## config.mk

```make
export PLATFORM = sky130hd
export DESIGN_NAME = ucode_sequencer
export DESIGN_NICKNAME = d
export VERILOG_FILES = /design/src/rtl/eclair_ucode_pkg.sv /design/src/rtl/ucode_stack.sv /design/src/rtl/ucode_sequencer.sv
export SDC_FILE = /design/constraint.sdc
export NUM_CORES = 1
export LEC_CHECK = 0
export BUFFER_PORTS_ARGS = -buffer_cell sky130_fd_sc_hd__buf_2
export CORE_MARGIN = 2
export CORE_UTILIZATION = 40
export CTS_CLUSTER_SIZE = 30
export DETAILED_ROUTE_END_ITERATION = 6
export PLACE_DENSITY = 0.88
export SETUP_SLACK_MARGIN = 0.02
export SYNTH_ARGS = -nofsm -noshare
export SYNTH_HDL_FRONTEND = slang
export SYNTH_SLANG_ARGS = --single-unit
```

## constraint.sdc

```tcl
create_clock -name clk -period 7 [get_ports clk]
set_clock_uncertainty 0.15 [all_clocks]
set_input_delay 0 -clock clk [delete_from_list [all_inputs] [get_ports clk]]
set_output_delay 0 -clock clk [all_outputs]
set_load 0.005 [all_outputs]
```

## src/rtl/eclair_ucode_pkg.sv

```systemverilog
// Shared types for the ECLair micro-sequencer: sequencing ops, FSM states and
// the positions of the sequencing fields inside a microword.
package eclair_ucode_pkg;

  typedef enum logic [1:0] {
    SEQ_NEXT   = 2'b00,
    SEQ_BRANCH = 2'b01,
    SEQ_CALL   = 2'b10,
    SEQ_RET    = 2'b11
  } seq_op_t;

  typedef enum logic [1:0] {
    ST_COPY = 2'b00,
    ST_RUN  = 2'b01,
    ST_HALT = 2'b10
  } seq_state_t;

  // Placement of the sequencing fields within the microword latches
  localparam int SEQ_OP_LSB     = 0;
  localparam int SEQ_OP_WIDTH   = 2;
  localparam int SEQ_TARGET_LSB = SEQ_OP_LSB + SEQ_OP_WIDTH;

endpackage

```

## src/rtl/ucode_stack.sv

```systemverilog
// Micro-return address stack (LIFO). Only the stack pointer is reset; the
// entries themselves are plain storage.
module ucode_stack #(
  parameter int STACK_DEPTH = 4,
  parameter int ADDR_WIDTH  = 8
) (
  input  logic                  clk,
  input  logic                  rst_n,
  input  logic                  push,
  input  logic                  pop,
  input  logic [ADDR_WIDTH-1:0] push_data,
  output logic [ADDR_WIDTH-1:0] top_data,
  output logic                  full,
  output logic                  empty
);

  localparam int SP_W  = $clog2(STACK_DEPTH + 1);
  localparam int IDX_W = (STACK_DEPTH > 1) ? $clog2(STACK_DEPTH) : 1;

  logic [SP_W-1:0]       sp;
  logic [SP_W-1:0]       top_idx;
  logic [ADDR_WIDTH-1:0] mem [STACK_DEPTH];

  assign full     = (sp == SP_W'(STACK_DEPTH));
  assign empty    = (sp == '0);
  assign top_idx  = sp - SP_W'(1);
  assign top_data = mem[top_idx[IDX_W-1:0]];

  always_ff @(posedge clk or negedge rst_n) begin
    if (!rst_n) begin
      sp <= '0;
    end else if (push && !full) begin
      sp <= sp + SP_W'(1);
    end else if (pop && !empty) begin
      sp <= sp - SP_W'(1);
    end
  end

  always_ff @(posedge clk) begin
    if (push && !full) begin
      mem[sp[IDX_W-1:0]] <= push_data;
    end
  end

endmodule

```

## src/rtl/ucode_sequencer.sv

```systemverilog
// ECLair micro-sequencer: copies EPROM into control store, then steps the micro-PC.
// Optional microword odd-parity checking is enabled by defining ECLAIR_UCODE_PARITY_EN.
module ucode_sequencer
  import eclair_ucode_pkg::*;
#(
  parameter int                    ADDR_WIDTH  = 8,
  parameter int                    DATA_WIDTH  = 64,
  parameter int                    IR_WIDTH    = 8,
  parameter int                    STACK_DEPTH = 4,
  parameter logic [ADDR_WIDTH-1:0] HALT_ADDR   = 'hFE
) (
  input  logic                  clk,
  input  logic                  _reset,
  output logic [ADDR_WIDTH-1:0] rom_addr,
  input  logic [DATA_WIDTH-1:0] rom_data,
  output logic                  cs_we,
  output logic [ADDR_WIDTH-1:0] cs_addr,
  output logic [DATA_WIDTH-1:0] cs_wdata,
  input  logic [DATA_WIDTH-1:0] cs_rdata,
  input  logic [IR_WIDTH-1:0]   ir,
  input  logic [1:0]            seq_op,
  input  logic [ADDR_WIDTH-1:0] seq_target,
  input  logic                  cond,
  output logic                  cs_ready,
  output logic                  halted,
  output logic                  stack_err,
  output logic                  parity_err
);

  seq_state_t            state, state_next;
  seq_op_t               op;
  logic [ADDR_WIDTH-1:0] ctr, ctr_next;
  logic [ADDR_WIDTH-1:0] upc, upc_next, upc_inc;
  logic [ADDR_WIDTH-1:0] ir_ext, stack_top;
  logic                  stack_err_next, parity_err_next;
  logic                  push, pop, stack_full, stack_empty, parity_bad;

  assign op      = seq_op_t'(seq_op);
  assign upc_inc = upc + ADDR_WIDTH'(1);

  generate
    if (IR_WIDTH > ADDR_WIDTH) begin : g_ir_trunc
      logic unused_ir_hi;
      assign unused_ir_hi = ^ir[IR_WIDTH-1:ADDR_WIDTH];
      assign ir_ext       = ir[ADDR_WIDTH-1:0];
    end else begin : g_ir_ext
      assign ir_ext = ADDR_WIDTH'(ir);
    end
  endgenerate

  // X or Z anywhere in the microword is treated as a fault as well as even parity
`ifdef ECLAIR_UCODE_PARITY_EN
  assign parity_bad = ((^cs_rdata) !== 1'b1);
`else
  logic unused_rdata;
  assign unused_rdata = ^cs_rdata;
  assign parity_bad   = 1'b0;
`endif

  assign rom_addr = ctr;
  assign cs_we    = (state == ST_COPY);
  assign cs_addr  = (state == ST_COPY) ? ctr : upc;
  assign cs_wdata = rom_data;
  assign cs_ready = (state != ST_COPY);
  assign halted   = (state == ST_HALT);

  ucode_stack #(
    .STACK_DEPTH (STACK_DEPTH),
    .ADDR_WIDTH  (ADDR_WIDTH)
  ) u_stack (
    .clk       (clk),
    .rst_n     (_reset),
    .push      (push),
    .pop       (pop),
    .push_data (upc_inc),
    .top_data  (stack_top),
    .full      (stack_full),
    .empty     (stack_empty)
  );

  always_ff @(posedge clk or negedge _reset) begin
    if (!_reset) begin
      state        <= ST_COPY;
      ctr          <= '0;
      upc          <= '0;
      stack_err    <= 1'b0;
      parity_err   <= 1'b0;
    end else begin
      state        <= state_next;
      ctr          <= ctr_next;
      upc          <= upc_next;
      stack_err    <= stack_err_next;
      parity_err   <= parity_err_next;
    end
  end

  // The halt address wins over both the parity check and the word's own seq_op
  always_comb begin
    state_next      = state;
    ctr_next        = ctr;
    upc_next        = upc;
    stack_err_next  = stack_err;
    parity_err_next = parity_err;
    push            = 1'b0;
    pop             = 1'b0;
    case (state)
      ST_COPY: begin
        ctr_next = ctr + ADDR_WIDTH'(1);
        if (ctr == '1) begin
          state_next = ST_RUN;
          upc_next   = '0;
        end
      end
      ST_RUN: begin
        if (upc == HALT_ADDR) begin
          state_next = ST_HALT;
        end else if (parity_bad) begin
          parity_err_next = 1'b1;
          state_next      = ST_HALT;
        end else begin
          case (op)
            SEQ_NEXT:   upc_next = (seq_target != '0) ? seq_target : ir_ext;
            SEQ_BRANCH: upc_next = cond ? seq_target : upc_inc;
            SEQ_CALL: begin
              if (stack_full) begin
                stack_err_next = 1'b1;
                state_next     = ST_HALT;
              end else begin
                push     = 1'b1;
                upc_next = seq_target;
              end
            end
            SEQ_RET: begin
              if (stack_empty) begin
                stack_err_next = 1'b1;
                state_next     = ST_HALT;
              end else begin
                pop      = 1'b1;
                upc_next = stack_top;
              end
            end
            default: upc_next = upc;
          endcase
        end
      end
      default: ;
    endcase
  end

endmodule
```

==> metrics.txt, run 1 <==
max layer used=met4; Setup-failing EPs final=0; drt via density=about 5.3; P_sw=0.000421 W; max_cap viols=0; Remaining Overflow, GRT=0; WHS Endpoint=upc[5]$_DFFE_PN0P_; Syn Area/Cell=11.2 sq um; Post-Synthesis Cells=306; Post-CTS Resized=0; TNS Setup=0 ns; Internal Power=about 0.00075 W; crit-path cells=inv_1, ha_1, nand3b_1, o22ai_1, a2111oi_0, o2bb2ai_1; VDD IR max=0.213 mV; initial core utilization=0.413; TritonCTS Buffers=5; FP Rows=33; clock latency on the worst-skew pair=roughly 0.32 ns; Worst path max stage delay=0.93 ns; DRT met1 WL=just over 3000 um; Clk pwr share=0.185; Sw Ratio=0.359; Syn. warnings=0; most used flip-flop cell after synthesis=edfxtp_1; Setup crit end kind=flop; Die X=96.4 um; top cells by area, synth=edfxtp_1, dfrtp_1, buf_4; Nets=roughly 500; height of the die=between 90 and 100 um; Top Ports=234; crit share post-route=0.427; HP Start=seq_target[5]; Hold-fix buffers, CTS=75; cell accounting for the most synthesized area=edfxtp_1; crit path time final=roughly 3 ns; first-pass GRT wire length=about 12000 um; Layout area overhead=19.2%; Core Util, Final=0.493; Hold Fails Final Rpt=0; unrepaired setup endpoints after global routing=no; worst-margin pin slew=0.879 ns; H-tree levels=2; Synth Register Bits=54; FMAX=334 MHz; crit path buf inv count=1; Gate power share=0.371; DR pass1 iterations=5; Remaining DRCs=0; layout cell share with drive strength beyond 1=0.211; Detail Placement HPWL=about 5200 um; DR iter-0 viols=~140; CTS Buffer Depth=2; nature of the critical path startpoint=flop; P per Cell Area=288 nW/um^2; DR WL met3=784 um; cell area after synthesis=3410 sq um; setup bufs post-CTS=0; WL final=7750 um; post-synthesis sequential area ratio=0.443; Worst Reg-to-Reg Cells=6; run status=finished clean; WS Path Type=flop to flop; root buffer cell=clkbuf_8; Hold Crit Class=primary input to flop; family with the most delay on the worst path=flip-flops; Mapped Nets=around 460; core box area=approximately 8300 sq um; CTS tree=built; share of the synthesized area in the top cell type=0.282; Final Max Slew Viols=0; largest net degree at the start of global routing=25; WP data arrival=3.05 ns; GRT Total Usage=0.167; vias in the first global route=roughly 2300; P_leak=roughly 1.6 nW; DR WL met2=between 3000 and 4000 um; global placer's final weighted congestion=roughly 0.84; Antenna Nets Post-Route=0; reg-to-reg setup timing slack=about 4 ns; count leader, synth=buf_4; WP data required=approximately 7 ns; Worst slew margin=0.414; die area=9290 sq um; largest fanout on the critical path=19; # diodes=0; DR WL/cell=around 17 um; Clock Sinks=54; Post-synth EDFFs=32; Crit Reg-Reg Startpoint=u_stack.sp[0]$_DFFE_PN0P_; Crit-path slowest cell=dfrtp_1; R2R Path End=upc[6]$_DFFE_PN0P_; Flop pwr share=0.444; asr flop ratio synth=0.407; initial antenna violation count=0; Port Buf Inserts=40; top cells by count, synth=buf_4, edfxtp_1, dfrtp_1, nand3_1, nand2_1; Reg clk slew, reported paths=around 0.11 ns; via count=around 2400; hold path cells=4; Unique masters post-synth=57
==> how the worst max path moves through the flow <==
stage                                         start                  to  slack (ns)  cells after the start
after floorplan           u_stack.sp[0]$_DFFE_PN0P_  upc[7]$_DFFE_PN0P_        4.68                      8
after global placement    u_stack.sp[0]$_DFFE_PN0P_  upc[7]$_DFFE_PN0P_        4.07                      6
after detailed placement  u_stack.sp[0]$_DFFE_PN0P_  upc[7]$_DFFE_PN0P_        3.98                      6
after CTS                 u_stack.sp[0]$_DFFE_PN0P_  upc[7]$_DFFE_PN0P_        3.98                      6
after global routing      u_stack.sp[0]$_DFFE_PN0P_  upc[5]$_DFFE_PN0P_        3.70                      6
final                     u_stack.sp[0]$_DFFE_PN0P_  upc[6]$_DFFE_PN0P_        4.01                      6
==> tightest hold or removal path, delay by kind of cell <==
family | cells | cell delay, ns
AOI/OAI and AO/OA | 2 | 0.26
buffers and inverters | 1 | 0.13
and+or+nand+nor | 1 | 0.04
==> layout by cell type (no fill, tap or decap), types with 3 or more instances in the layout <==
| cell type | count |
|---|---|
| a32o_1 | 3 |
| o22ai_1 | 6 |
| mux2_2 | 11 |
| a211oi_1 | 3 |
| dfrtp_1 | 22 |
| xor2_1 | 7 |
| and2_1 | 4 |
| o21ai_0 | 3 |
| ha_1 | 8 |
| dlygate4sd3_1 | 75 |
| and3_1 | 5 |
| a22o_1 | 3 |
| inv_1 | 8 |
| clkbuf_8 | 5 |
| nand2b_1 | 4 |
| a21oi_1 | 6 |
| nand2_1 | 13 |
| nand3_1 | 15 |
| a211o_2 | 3 |
| nor2b_1 | 7 |
| buf_2 | 40 |
| mux2i_1 | 11 |
| xnor2_1 | 9 |
| edfxtp_1 | 32 |
| nor2_1 | 10 |
| a31oi_1 | 3 |
==> flip-flops by register name, summed over array words and instances (netlist names) <==
register     flops
upc              8
u_stack.mem     32
stack_err        1
u_stack.sp       3
state            2
rom_addr         8
==> power by group through the flow <==
stage	sequential, W	combinational [W]	clock (W)
after floorplan	0.000487	0.000319	0
after global placement	0.000523	0.000376	0
after detailed placement	0.000527	0.000393	0
after CTS	0.000520	0.000434	0.000217
after global routing	0.000534	0.000480	0.000231
final	0.000520	0.000435	0.000216
==> stage by stage <==
stage | hold slack (ns) | std cells | instance area, sq um | power (W) | setup slack (ns)
global placement | -0.158 | 378 | 3210 | 0.000900 | 4.07
floorplan | -0.446 | 306 | 3410 | 0.000806 | 4.68
detailed placement | -0.157 | 378 | 3210 | 0.000920 | 3.98
finish | 0.0106 | 461 | 4070 | 0.00117 | 4.01
CTS | 0.00833 | 461 | 4070 | 0.00117 | 3.98
global route | 0.0259 | 461 | 4070 | 0.00125 | 3.70
==> metal layers <==
metal  up-vias  global-route usage
li1       1127                   -
met1      1125               0.224
met2       163               0.277
met3         9              0.0341
met4         0              0.0458
met5         -                   0
==> cell type report <==
cell class | instances | area (sq um)
Multi-Input combinational cell | 171 | 1340
Inverter | 8 | 30.0
Fill cell | 732 | 4190
Sequential cell | 54 | 1510
Tap cell | 105 | 131
Timing Repair Buffer | 115 | 951
Clock inverter | 2 | 38.8
Clock buffer | 6 | 72.6
==> cells by family after synthesis <==
logic type | share of synthesized area
simple gates | 0.125
fa+ha+maj | 0.0293
flops | 0.443
xor+xnor | 0.0411
other cells | 0.00110
compound gates | 0.116
buf+inv | 0.166
mux | 0.0784
Note: power is estimated with default switching activity, not from simulation.
==> run 2, diff against run 1 <==
--- a/config.mk
+++ b/config.mk
@@ -7,10 +7,10 @@
 export LEC_CHECK = 0
 export BUFFER_PORTS_ARGS = -buffer_cell sky130_fd_sc_hd__buf_2
 export CORE_MARGIN = 2
-export CORE_UTILIZATION = 40
+export CORE_UTILIZATION = 38
 export CTS_CLUSTER_SIZE = 30
 export DETAILED_ROUTE_END_ITERATION = 6
-export PLACE_DENSITY = 0.88
+export PLACE_DENSITY = 0.87
 export SETUP_SLACK_MARGIN = 0.02
 export SYNTH_ARGS = -nofsm -noshare
 export SYNTH_HDL_FRONTEND = slang
==> constraint.sdc (replaced) <==
create_clock -name clk -period 2.7 [get_ports clk]
set_clock_uncertainty 0.15 [all_clocks]
set_input_delay 0 -clock clk [delete_from_list [all_inputs] [get_ports clk]]
set_output_delay 0 -clock clk [all_outputs]
set_load 0.005 [all_outputs]
==> run 2 against run 1 <==
Sequential cell count is the same. Maximum frequency grew 26%. Count of clock-buffer cells in the layout is the same. Total power grew to 2.5 times the previous value. Combinational power grew to 2.7 times the previous value. Die area grew 5.0%. Worst hold slack is essentially flat. Register-to-register slack lost 3.7 ns. Critical path depth is the same. Critical endpoint unchanged.
==> metrics.txt, run 2 (synthesized netlist as in run 1, its figures left out) <==
run status=finished clean; Final Max Slew Viols=0; unrepaired setup endpoints after global routing=no; crit-path cells=inv_1, ha_1, nand3b_1, o22ai_1, a2111oi_0, o2bb2ai_1; initial antenna violation count=0; crit path time final=2.37 ns; crit share post-route=0.878; Hold Fails Final Rpt=0; die area=between 9000 and 10000 sq um; Crit-path slowest cell=a2111oi_0; P per Cell Area=~740 nW/um^2; largest fanout on the critical path=7; Reg area=around 1500 sq um; drt via density=5.25; Remaining DRCs=0; layout cell share with drive strength beyond 1=0.220; Layout area overhead=18.7%; P_leak=roughly 1.6 nW; TritonCTS Buffers=5; clock latency on the worst-skew pair=0.30 ns; fillers=776; DR WL/cell=between 15 and 20 um; Setup crit end kind=flop; WL final=just under 8000 um; Core Util, Final=0.465; CTS Buffer Depth=2; FP Rows=34; DR pass1 iterations=4; Worst slew margin=0.588; nature of the critical path startpoint=flop; initial core utilization=0.391; Hold-fix buffers, CTS=72; Reg clk slew, reported paths=0.09 ns; WP data arrival=between 2 and 2.5 ns; largest net degree at the start of global routing=25; Antenna Nets Post-Route=0; WS Path Type=flop to flop; Clock Sinks=54; setup bufs post-CTS=0; H-tree levels=2; Multi-input gate area=about 1300 sq um; FMAX=about 420 MHz; # diodes=0; CTS tree=built; vias in the first global route=~2300; commonest non-fill, non-tap cell in the layout=dlygate4sd3_1; max reg flops=32; global placer's final weighted congestion=0.853; DR iter-0 viols=approximately 210; height of the die=98.8 um; Power Total=between 0.002 and 0.003 W; first-pass GRT wire length=roughly 12000 um; VDD IR max=just under 0.6 mV; Nets=just over 500; worst-margin pin slew=just over 0.6 ns; Detail Placement HPWL=5170 um; Setup-failing EPs final=0; Hold Crit Class=primary input to flop; WP data required=~2.7 ns; Die X=between 90 and 100 um; core box area=8720 sq um; via count=~2400; max_cap viols=0; Post-CTS Resized=0; Port Buf Inserts=40; Worst path max stage delay=roughly 0.56 ns; commonest cells after routing, fill and taps aside=dlygate4sd3_1, buf_2, edfxtp_1; minimum hold slack=around 0.010 ns; Remaining Overflow, GRT=0; GRT Total Usage=0.156; TNS Setup=0 ns; Top Ports=approximately 230; root buffer cell=clkbuf_8
## run 2: changes by cell type in the layout (fill, tap and decap cells not counted), sizes merged
cell and change:
dlygate4sd3 -3, bufinv -1, buf +2, clkinv +1
## run 2: final timing paths
check                      slack, ns                      start  cells after the start                         to
max                             0.33  u_stack.sp[1]$_DFFE_PN0P_                      6         upc[6]$_DFFE_PN0P_
min                             0.01                      ir[1]                      4         upc[1]$_DFFE_PN0P_
max reg2reg                     0.33  u_stack.sp[1]$_DFFE_PN0P_                      6         upc[6]$_DFFE_PN0P_
min reg2reg                     0.31      stack_err$_DFFE_PN0P_                      1      stack_err$_DFFE_PN0P_
max in group asynchronous       1.99                     _reset                      2         upc[3]$_DFFE_PN0P_
min in group asynchronous       0.05                     _reset                      2  u_stack.sp[1]$_DFFE_PN0P_
## run 2: critical path, delay by kind of cell, from the launching register on
| family | cells | cell delay, ns |
|---|---|---|
| fa+ha+maj | 1 | 0.45 |
| simple gates | 1 | 0.27 |
| compound gates | 3 | 0.82 |
| flops | 1 | 0.44 |
| buf+inv | 1 | 0.11 |
## run 2: layout make-up
| type | count | area share |
|---|---|---|
| Clock buffer | 6 | 0.0232 |
| Timing Repair Buffer | 114 | 0.231 |
| Clock inverter | 2 | 0.00247 |
| Multi-Input combinational cell | 171 | 0.330 |
| Tap cell | 108 | 0.0334 |
| Sequential cell | 54 | 0.373 |
| Inverter | 8 | 0.00741 |
## run 2: where the power goes
group          internal, W  total (W)  switching, W  leakage (nW)
Sequential         0.00110    0.00129      0.000189         0.565
Clock             0.000236   0.000493      0.000257        0.0561
Combinational     0.000575    0.00119      0.000618          1.01
Total              0.00191    0.00298       0.00106          1.63
## run 2: per-stage QoR
step	worst slack [ns]	instance area [sq um]	cells
after floorplan	0.377	3410	306
after global placement	0.522	3230	383
after detailed placement	0.393	3230	383
after CTS	0.373	4050	463
after global routing	0.196	4050	463
final	0.329	4050	463
## run 2: layer usage
metal,share of wire,wire length [um],GRT usage
met2,0.49,3860,0.263
met1,0.41,3180,0.205
met4,0.0079,62,0.0316
met5,0,0,0
met3,0.093,731,0.0383
==> run 3, diff against run 2 <==
--- a/config.mk
+++ b/config.mk
@@ -7,10 +7,10 @@
 export LEC_CHECK = 0
 export BUFFER_PORTS_ARGS = -buffer_cell sky130_fd_sc_hd__buf_2
 export CORE_MARGIN = 2
-export CORE_UTILIZATION = 38
-export CTS_CLUSTER_SIZE = 30
+export CORE_UTILIZATION = 26
+export CTS_CLUSTER_SIZE = 40
 export DETAILED_ROUTE_END_ITERATION = 6
-export PLACE_DENSITY = 0.87
+export PLACE_DENSITY = 0.67
 export SETUP_SLACK_MARGIN = 0.02
 export SYNTH_ARGS = -nofsm -noshare
 export SYNTH_HDL_FRONTEND = slang
==> run 3 against run 2 <==
Sequential power is essentially flat. Final area grew 3.7%. Worst hold slack improved by 0.012 ns. Maximum frequency grew 1.8%. Register-to-register slack improved by 0.04 ns. Highest routed layer unchanged. Count of clock-buffer cells in the layout decreased by 1. Total power is 7.7% higher.
==> metrics.txt, run 3 (synthesized netlist as in run 1, its figures left out) <==
Reg area=about 1500 sq um; setup bufs post-CTS=0; FP Rows=between 40 and 50; CTS Buffer Depth=2; largest fanout on the critical path=8; commonest non-fill, non-tap cell in the layout=dlygate4sd3_1; fillers=~1300; Clock Sinks=between 50 and 60; Detail Placement HPWL=approximately 5500 um; DR WL/cell=about 16 um; Top Ports=around 230; layout cell share with drive strength beyond 1=0.219; via count=roughly 2400; crit path time final=about 2.3 ns; vias in the first global route=roughly 2400; P_leak=1.66 nW; clock latency on the worst-skew pair=between 0.2 and 0.3 ns; first-pass GRT wire length=between 10000 and 15000 um; Antenna Nets Post-Route=0; commonest cells after routing, fill and taps aside=dlygate4sd3_1, buf_2, edfxtp_1; nature of the critical path startpoint=flop; Die X=about 120 um; WP data required=approximately 2.5 ns; reg-to-reg setup timing slack=roughly 0.37 ns; WS Path Type=flop to flop; core box area=approximately 13000 sq um; worst setup margin=approximately 0.37 ns; Multi-input gate area=between 1000 and 1500 sq um; Setup-failing EPs final=0; Crit Reg-Reg Startpoint=upc[0]$_DFFE_PN0P_; Setup crit end kind=flop; WL final=roughly 8300 um; DR pass1 iterations=4; Hold Fails Final Rpt=0; Worst setup endpoint=u_stack.mem[2][0]$_DFFE_PP_; Port Buf Inserts=40; max_cap viols=0; FMAX=429 MHz; WP data arrival=around 2.1 ns; Worst slew margin=0.638; Layout area overhead=23.1%; die area=~14000 sq um; R2R Path End=u_stack.mem[2][0]$_DFFE_PP_; Worst Reg-to-Reg Cells=6; Remaining DRCs=0; Remaining Overflow, GRT=0; root buffer cell=clkbuf_16; run status=finished clean; Final Max Slew Viols=0; global placer's final weighted congestion=slightly above 0.8; P per Cell Area=~760 nW/um^2; # diodes=0; max reg flops=32; CP startpoint=upc[0]$_DFFE_PN0P_; TNS Setup=0 ns; worst-margin pin slew=between 0.5 and 0.6 ns; DR iter-0 viols=approximately 120; GRT Total Usage=0.113; height of the die=119 um; VDD IR max=around 0.45 mV; Core Util, Final=0.330; initial core utilization=0.268; drt via density=approximately 4.6; Reg clk slew, reported paths=~0.07 ns; H-tree levels=2; Hold Crit Class=primary input to flop; largest net degree at the start of global routing=25; CTS tree=built; unrepaired setup endpoints after global routing=no; TritonCTS Buffers=5; initial antenna violation count=0; crit share post-route=0.863; Nets=512; Power Total=about 0.0032 W; DP Worst Slack=between 0.3 and 0.4 ns
## run 3: report_power, final
group	internal, W	switching, W	total, W
registers	0.00110	0.000194	0.00130
logic	0.000576	0.000617	0.00119
clock network	0.000434	0.000283	0.000717
## run 3: repair_timing
item | 4_1_cts | 5_1_grt
gates resized for setup | 0 | 0
hold buffers | 73 | 0
endpoints found under the hold margin | 91 | 0
## run 3: layer usage
| layer | GRT usage | share of wire | wire, um | vias up |
|---|---|---|---|---|
| met5 | 0 | 0 | 0 | - |
| met1 | 0.152 | 0.44 | 3680 | 1134 |
| met3 | 0.0183 | 0.064 | 530 | 11 |
| li1 | - | - | - | 1127 |
| met4 | 0.0320 | 0.017 | 139 | 0 |
| met2 | 0.187 | 0.48 | 3960 | 132 |
## run 3: cell type report
class / instances / share of cell area
inverters: 8 / 0.00714
flip-flops and latches: 54 / 0.360
multi-input cells: 171 / 0.318
repair buffers: 115 / 0.225
clock inverters: 3 / 0.00953
well taps: 172 / 0.0512
clock buffers: 5 / 0.0298
## run 3: worst min-delay path by stage
stage               cells after the start  slack (ns)                       to          from
finish                                  4        0.02       upc[6]$_DFFE_PN0P_         ir[6]
global route                            4        0.04       upc[6]$_DFFE_PN0P_         ir[6]
detailed placement                      0       -0.15             cs_wdata[16]  rom_data[16]
global placement                        1       -0.15  rom_addr[3]$_DFFE_PN0P_        _reset
floorplan                               0       -0.45  rom_addr[0]$_DFFE_PN0P_        _reset
CTS                                     4        0.01       upc[6]$_DFFE_PN0P_         ir[6]
## run 3: through the flow
| stage | instances | instance area (sq um) | hold slack (ns) |
|---|---|---|---|
| detailed placement | 447 | 3310 | -0.150 |
| global route | 528 | 4200 | 0.0389 |
| CTS | 528 | 4200 | 0.0118 |
| floorplan | 306 | 3410 | -0.446 |
| global placement | 447 | 3310 | -0.150 |
| finish | 528 | 4200 | 0.0219 |
## run 3: critical path: stages (launching register included)
cell and delay [ns]:
dfrtp_1 0.49, inv_1 0.19, ha_1 0.24, nand3_1 0.14, o21ai_4 0.11, nor2_1 0.17
and2_1 0.48
